===== src/rtl/sha1_hash_engine.sv =====
// sha1_hash_engine: multi-block SHA-1 compression engine.
//
// Hashes one pre-padded 512-bit block per request and chains the
// intermediate hash H across blocks, so messages of any length can be
// processed. ROUNDS_PER_CYCLE rounds execute in each clock. The message
// schedule is produced from a sliding 16-word window that advances by
// ROUNDS_PER_CYCLE words per clock.
//
// Ports:
//   CLK       in   1    clock, rising edge
//   nRST      in   1    asynchronous active-low reset
//   START     in   1    block request, accepted only while READY=1
//   INIT      in   1    with START: 1 = first block (H from IV), 0 = chain
//   BLOCK_IN  in   512  padded block, W[0] = BLOCK_IN[511:480]
//   READY     out  1    engine idle, START will be accepted
//   DONE      out  1    one-cycle pulse, DIGEST updated
//   DIGEST    out  160  {H0,H1,H2,H3,H4}, held until the next DONE
module sha1_hash_engine #(
  parameter int unsigned ROUNDS_PER_CYCLE = 1
) (
  input  logic         CLK,
  input  logic         nRST,
  input  logic         START,
  input  logic         INIT,
  input  logic [511:0] BLOCK_IN,
  output logic         READY,
  output logic         DONE,
  output logic [159:0] DIGEST
);

  localparam int unsigned R      = ROUNDS_PER_CYCLE;
  localparam logic [6:0]  LastT  = 7'(80 - R);
  localparam logic [6:0]  StepT  = 7'(R);

  localparam logic [0:4][31:0] Iv = {
    32'h67452301, 32'hefcdab89, 32'h98badcfe, 32'h10325476, 32'hc3d2e1f0
  };

  // Only divisors of 20 keep every cycle inside one f/K segment and make
  // the round counter land exactly on 80.
  generate
    if (!(R == 1 || R == 2 || R == 4 || R == 5)) begin : g_bad_rounds_per_cycle
      $error("sha1_hash_engine: ROUNDS_PER_CYCLE must be 1, 2, 4 or 5");
    end
  endgenerate

  typedef enum logic [1:0] {StIdle, StRound, StFinal} state_e;

  state_e               state_q, state_d;
  logic [6:0]           t_q, t_d;
  logic [0:15][31:0]    w_q, w_d;       // w_q[i] holds W[t+i]
  logic [0:4][31:0]     abcde_q, abcde_d;
  logic [0:4][31:0]     h_q, h_d;
  logic [159:0]         digest_q, digest_d;
  logic                 done_q, done_d;

  logic [0:4][31:0]     abcde_rounds;
  logic [0:15][31:0]    w_next;
  logic [0:4][31:0]     h_sum;

  function automatic logic [31:0] rotl1(input logic [31:0] x);
    return {x[30:0], x[31]};
  endfunction

  function automatic logic [31:0] rotl5(input logic [31:0] x);
    return {x[26:0], x[31:27]};
  endfunction

  function automatic logic [31:0] rotl30(input logic [31:0] x);
    return {x[1:0], x[31:2]};
  endfunction

  function automatic logic [31:0] f_fn(input logic [6:0] rnd, input logic [31:0] b,
                                       input logic [31:0] c, input logic [31:0] d);
    logic [31:0] f;
    if (rnd < 7'd20) begin
      f = (b & c) | (~b & d);
    end else if (rnd < 7'd40) begin
      f = b ^ c ^ d;
    end else if (rnd < 7'd60) begin
      f = (b & c) | (b & d) | (c & d);
    end else begin
      f = b ^ c ^ d;
    end
    return f;
  endfunction

  function automatic logic [31:0] k_fn(input logic [6:0] rnd);
    logic [31:0] k;
    if (rnd < 7'd20) begin
      k = 32'h5a827999;
    end else if (rnd < 7'd40) begin
      k = 32'h6ed9eba1;
    end else if (rnd < 7'd60) begin
      k = 32'h8f1bbcdc;
    end else begin
      k = 32'hca62c1d6;
    end
    return k;
  endfunction

  // R chained rounds t0 .. t0+R-1 using W[t0+j] = w[j].
  function automatic logic [0:4][31:0] run_rounds(input logic [0:4][31:0] s,
                                                  input logic [6:0] t0,
                                                  input logic [0:15][31:0] w);
    logic [31:0] a, b, c, d, e, tmp;
    logic [6:0]  rnd;
    a = s[0];
    b = s[1];
    c = s[2];
    d = s[3];
    e = s[4];
    for (int unsigned j = 0; j < R; j++) begin
      rnd = t0 + 7'(j);
      tmp = rotl5(a) + f_fn(rnd, b, c, d) + e + k_fn(rnd) + w[4'(j)];
      e   = d;
      d   = c;
      c   = rotl30(b);
      b   = a;
      a   = tmp;
    end
    return {a, b, c, d, e};
  endfunction

  // Extends the window by R new words (each may depend on one computed
  // earlier in the same cycle) and drops the R oldest.
  function automatic logic [0:15][31:0] next_window(input logic [0:15][31:0] w);
    logic [31:0]       ext [32];
    logic [0:15][31:0] nw;
    for (int unsigned i = 0; i < 16; i++) begin
      ext[5'(i)] = w[4'(i)];
    end
    for (int unsigned j = 0; j < R; j++) begin
      ext[5'(16 + j)] = rotl1(ext[5'(13 + j)] ^ ext[5'(8 + j)] ^
                              ext[5'(2 + j)] ^ ext[5'(j)]);
    end
    for (int unsigned i = 0; i < 16; i++) begin
      nw[4'(i)] = ext[5'(i + R)];
    end
    return nw;
  endfunction

  assign abcde_rounds = run_rounds(abcde_q, t_q, w_q);
  assign w_next       = next_window(w_q);

  always_comb begin
    for (int unsigned i = 0; i < 5; i++) begin
      h_sum[3'(i)] = h_q[3'(i)] + abcde_q[3'(i)];
    end
  end

  always_comb begin
    state_d  = state_q;
    t_d      = t_q;
    w_d      = w_q;
    abcde_d  = abcde_q;
    h_d      = h_q;
    digest_d = digest_q;
    done_d   = 1'b0;
    unique case (state_q)
      StIdle: begin
        if (START) begin
          w_d     = BLOCK_IN;
          h_d     = INIT ? Iv : h_q;
          abcde_d = INIT ? Iv : h_q;
          t_d     = 7'd0;
          state_d = StRound;
        end
      end
      StRound: begin
        abcde_d = abcde_rounds;
        w_d     = w_next;
        t_d     = t_q + StepT;
        if (t_q == LastT) begin
          state_d = StFinal;
        end
      end
      StFinal: begin
        h_d      = h_sum;
        digest_d = h_sum;
        done_d   = 1'b1;
        state_d  = StIdle;
      end
      default: begin
        state_d = StIdle;
      end
    endcase
  end

  always_ff @(posedge CLK or negedge nRST) begin
    if (!nRST) begin
      state_q  <= StIdle;
      t_q      <= 7'd0;
      w_q      <= '0;
      abcde_q  <= '0;
      h_q      <= Iv;
      digest_q <= '0;
      done_q   <= 1'b0;
    end else begin
      state_q  <= state_d;
      t_q      <= t_d;
      w_q      <= w_d;
      abcde_q  <= abcde_d;
      h_q      <= h_d;
      digest_q <= digest_d;
      done_q   <= done_d;
    end
  end

  assign READY  = (state_q == StIdle);
  assign DONE   = done_q;
  assign DIGEST = digest_q;

endmodule


===== config.mk =====
export PLATFORM = sky130hd
export DESIGN_NAME = sha1_hash_engine
export DESIGN_NICKNAME = d
export VERILOG_FILES = /design/src/rtl/sha1_hash_engine.sv
export SDC_FILE = /design/constraint.sdc
export NUM_CORES = 2
export LEC_CHECK = 0
export ABC_AREA = 1
export ABC_CLOCK_PERIOD_IN_PS = 8700
export CAP_MARGIN = 20
export CORE_UTILIZATION = 40
export DETAILED_ROUTE_END_ITERATION = 10
export RECOVER_POWER = 25
export SYNTH_ARGS = -nofsm -noshare
export SYNTH_HDL_FRONTEND = slang
export SYNTH_SLANG_ARGS = --single-unit
export TNS_END_PERCENT = 1

===== constraint.sdc =====
create_clock -name CLK -period 8.7 [get_ports CLK]
set_clock_uncertainty 0.1 [all_clocks]
set_input_delay 0.87 -clock CLK [delete_from_list [all_inputs] [get_ports CLK]]
set_output_delay 0.87 -clock CLK [all_outputs]
set_load 0.01 [all_outputs]

==> summary.txt <==
Setup path
  • Critical Path Fanout Max: 232
  • Crit. End Element: flop
  • FF-to-FF Start: state_q[1]$_DFFE_PN0P_
  • Worst setup endpoint: w_next[464]$_DFFE_PN0P_
  • Worst-case reg-to-reg path depth: 8
  • CP Launch Point: state_q[1]$_DFFE_PN0P_
  • Crit path DAT: approximately 7600 ps
  • R2r setup slk: 1740 ps
  • CP startpoint kind: flop
  • CP required: 9330 ps
  • Reg-to-reg endpoint: w_next[464]$_DFFE_PN0P_
  • Setup CP Type: reg2reg

GRT
  • Vias in the first global route: roughly 58000
  • Largest net degree at the start of global routing: 233
  • GR Overflow Total: 0
  • Global-route usage over all layers: 0.3291
  • Initial antenna violation count: slightly below 60
  • First-pass GRT wire length: 385500 um

Clock tree
  • Max clock buf depth: 3
  • Htree depth: 3
  • Number of post-CTS setup repair buffers: 0
  • Clk root buf: clkbuf_16
  • Later-pin clock latency in the skew report: 790 ps
  • CTS Hold Bufs: 0
  • CTS tree: yes
  • CTS buffer count: 116
  • CTS clock-pin slew for the worst setup and hold paths: 60 ps
  • Clock Sinks: 1002
  • Post-CTS Resized: 0

Route
  • DR pass1 iterations: 8
  • Post-Route WL: 265200 um
  • Vias: around 60000
  • DR WL/cell: 23.97 um
  • Antenna viol nets, final: 0
  • DRC viols: 0
  • DR iter-0 viols: 5615
  • Via/cell ratio: roughly 5.4

Synth
  • Mapped Area: about 63000 sq um
  • Avg Inst Size Synth: between 7 and 8 sq um
  • Main combinational cell family by area after synthesis: simple AND/OR/NAND/NOR gates
  • Cells after Synth: about 8400
  • Area contributors post-synth: dfrtp_1 (36%), nand2_1 (14%), inv_1 (7.8%), o211ai_1 (6.7%), o21ai_1 (4.8%)
  • Synth warnings: 0
  • Netlist cell types: 53
  • Synth Area in Adders: 0.07797
  • Post-synth EDFFs: 0
  • #FFs+latches synth: 1002
  • Fraction of registers with async set/reset: 1.000
  • Synth Area in Compound Gates: 0.1913
  • Post-synthesis mux area share: 0
  • Sequential area share after synthesis: 0.3982
  • Area leader, netlist: dfrtp_1
  • Syn Nets: 9275
  • Simple-Gate Fraction of Synth Area: 0.2063
  • XOR/XNOR share of the synthesized area: 0.01565
  • Most used DFF post-synth: dfrtp_1
  • Synth top area share: 0.3649

Timing
  • Final setup viols: 0
  • Sum Neg Setup Slack: 0 ps
  • RSZ-0062 raised after global routing: no
  • F_max: 0.1436 GHz
  • Shortest period the worst path allows: slightly below 7000 ps
  • Fin crit share: 0.8005
  • Worst Max-Slew Pin Slew: 5777 ps
  • Slew Viols, Final: 334
  • Slew Limit Headroom: -2.851
  • Final Hold Fails: 0

Floorplan
  • # IOs: 678
  • Site Rows: 145
  • Die area: 159700 sq um
  • Core Area: 156600 sq um
  • Die span in x: 399.6 um
  • Die height: 399.6 um
  • Starting Density: 0.4038

Final layout
  • Fillers: between 15000 and 20000
  • Share of layout cells above drive strength 1: 0.04018
  • Area Overhead vs Synth: 19.06%
  • Nets: ~9700
  • Register area: 25170 sq um
  • Multi-input logic area: slightly above 30000 sq um

Status
  • Failing checks: capacitance limit, slew limit
  • Outcome: complete, but fails checks

Flow run
  • Max-cap violations: 5

Placement
  • IO buf count: 677
  • Dpl hpwl: 205700 um
  • RePlAce Congestion: between 0.9 and 1

Min path
  • Type of the most critical hold path: reg2reg
[state kept, by name (all words and copies together), names as in the netlist]
signal and cells:
abcde_q 160, DONE 1, t_q 7, state_q 2, w_next 480, DIGEST 160
w_q 32, h_q 160
[layer usage]
layer	up-vias	track usage	wire length [um]
met2	2168	0.5499	126500
met1	28670	0.4111	106100
met3	524	0.06125	18460
met4	72	0.1498	13650
li1	28421	-	-
met5	-	0	472
[cell families (layout without fill, tap and decap cells)]
group	Yosys count	count (layout)
AO/OA/AOI/OAI	2021	2021
adder cells (fa/ha/maj)	319	319
AND/OR/NAND/NOR	3246	3246
flip-flops	1002	1002
XOR/XNOR	113	113
buffers and inverters	1739	2284
other	0	20
[worst max-delay path, cell delays in order, from the launching register on]
cell	delay, ps
dfrtp_1	380
inv_1	120
nand2_1	1980
inv_8	1680
nor2_8	290
inv_16	650
buf_4	940
o211ai_1	400
o21ai_1	170
[placed cells by master, fill, tap and decap left out, drive strengths merged, types with 45 or more instances in the layout]
| cell type | n |
|---|---|
| a21boi | 45 |
| a21oi | 264 |
| a31oi | 52 |
| buf | 49 |
| clkbuf | 178 |
| clkdlybuf4s50 | 675 |
| dfrtp | 922 |
| dfstp | 80 |
| fa | 125 |
| ha | 194 |
| inv | 1334 |
| nand2 | 2342 |
| nand3 | 306 |
| nor2 | 420 |
| o211ai | 565 |
| o21ai | 946 |
| or2 | 46 |
| xnor2 | 76 |
[area by class of cell]
cell class | count | area share
flip-flops and latches | 1002 | 0.3344
clock inverters | 48 | 0.009192
multi-input cells | 5699 | 0.4126
clock buffers | 172 | 0.04521
well taps | 2058 | 0.03421
inverters | 1334 | 0.06699
diodes | 20 | 0.0006649
repair buffers | 730 | 0.09668
[through the flow]
step / std cells / setup WS, ps / util / hold WS, ps / instance area [sq um]
CTS: 11041 / 2836 / 0.4804 / 42.99 / 75210
global placement: 10821 / 2938 / 0.4542 / 355.9 / 71120
detailed placement: 10821 / 2884 / 0.4542 / 365.1 / 71120
finish: 11063 / 1735 / 0.4808 / 371.2 / 75270
floorplan: 8440 / 4603 / - / 352.4 / 63220
global route: 11055 / 1302 / 0.4806 / 388.2 / 75250
[synthesized netlist by cell type, drive strengths merged, types with 36 or more instances]
cell type	count
or2	46
a21boi	45
a22oi	40
a21oi	264
o211ai	565
ha	194
clkbuf	154
nor3	36
nand4	44
nand3	306
dfstp	80
nor2	420
xnor2	76
buf	251
dfrtp	922
fa	125
a31oi	52
inv	1332
o21ai	946
xor2	37
nand2	2342
[worst min-delay path by stage]
| stage | start | end | slack, ps | cells after the start |
|---|---|---|---|---|
| 2_1_floorplan | w_next[64]$_DFFE_PN0P_ | w_next[64]$_DFFE_PN0P_ | 350 | 2 |
| 3_5_place_dp | DIGEST[128]$_DFFE_PN0P_ | DIGEST[128]$_DFFE_PN0P_ | 370 | 2 |
| 3_3_place_gp | DIGEST[32]$_DFFE_PN0P_ | DIGEST[32]$_DFFE_PN0P_ | 360 | 2 |
| 6_report | DIGEST[128]$_DFFE_PN0P_ | DIGEST[128]$_DFFE_PN0P_ | 370 | 2 |
| 4_1_cts | nRST | DIGEST[46]$_DFFE_PN0P_ | 40 | 1 |
| 5_1_grt | DIGEST[82]$_DFFE_PN0P_ | DIGEST[82]$_DFFE_PN0P_ | 390 | 2 |
Power is not shown: default switching activity piles up to over one toggle a cycle in this logic, so the estimate is an artifact.
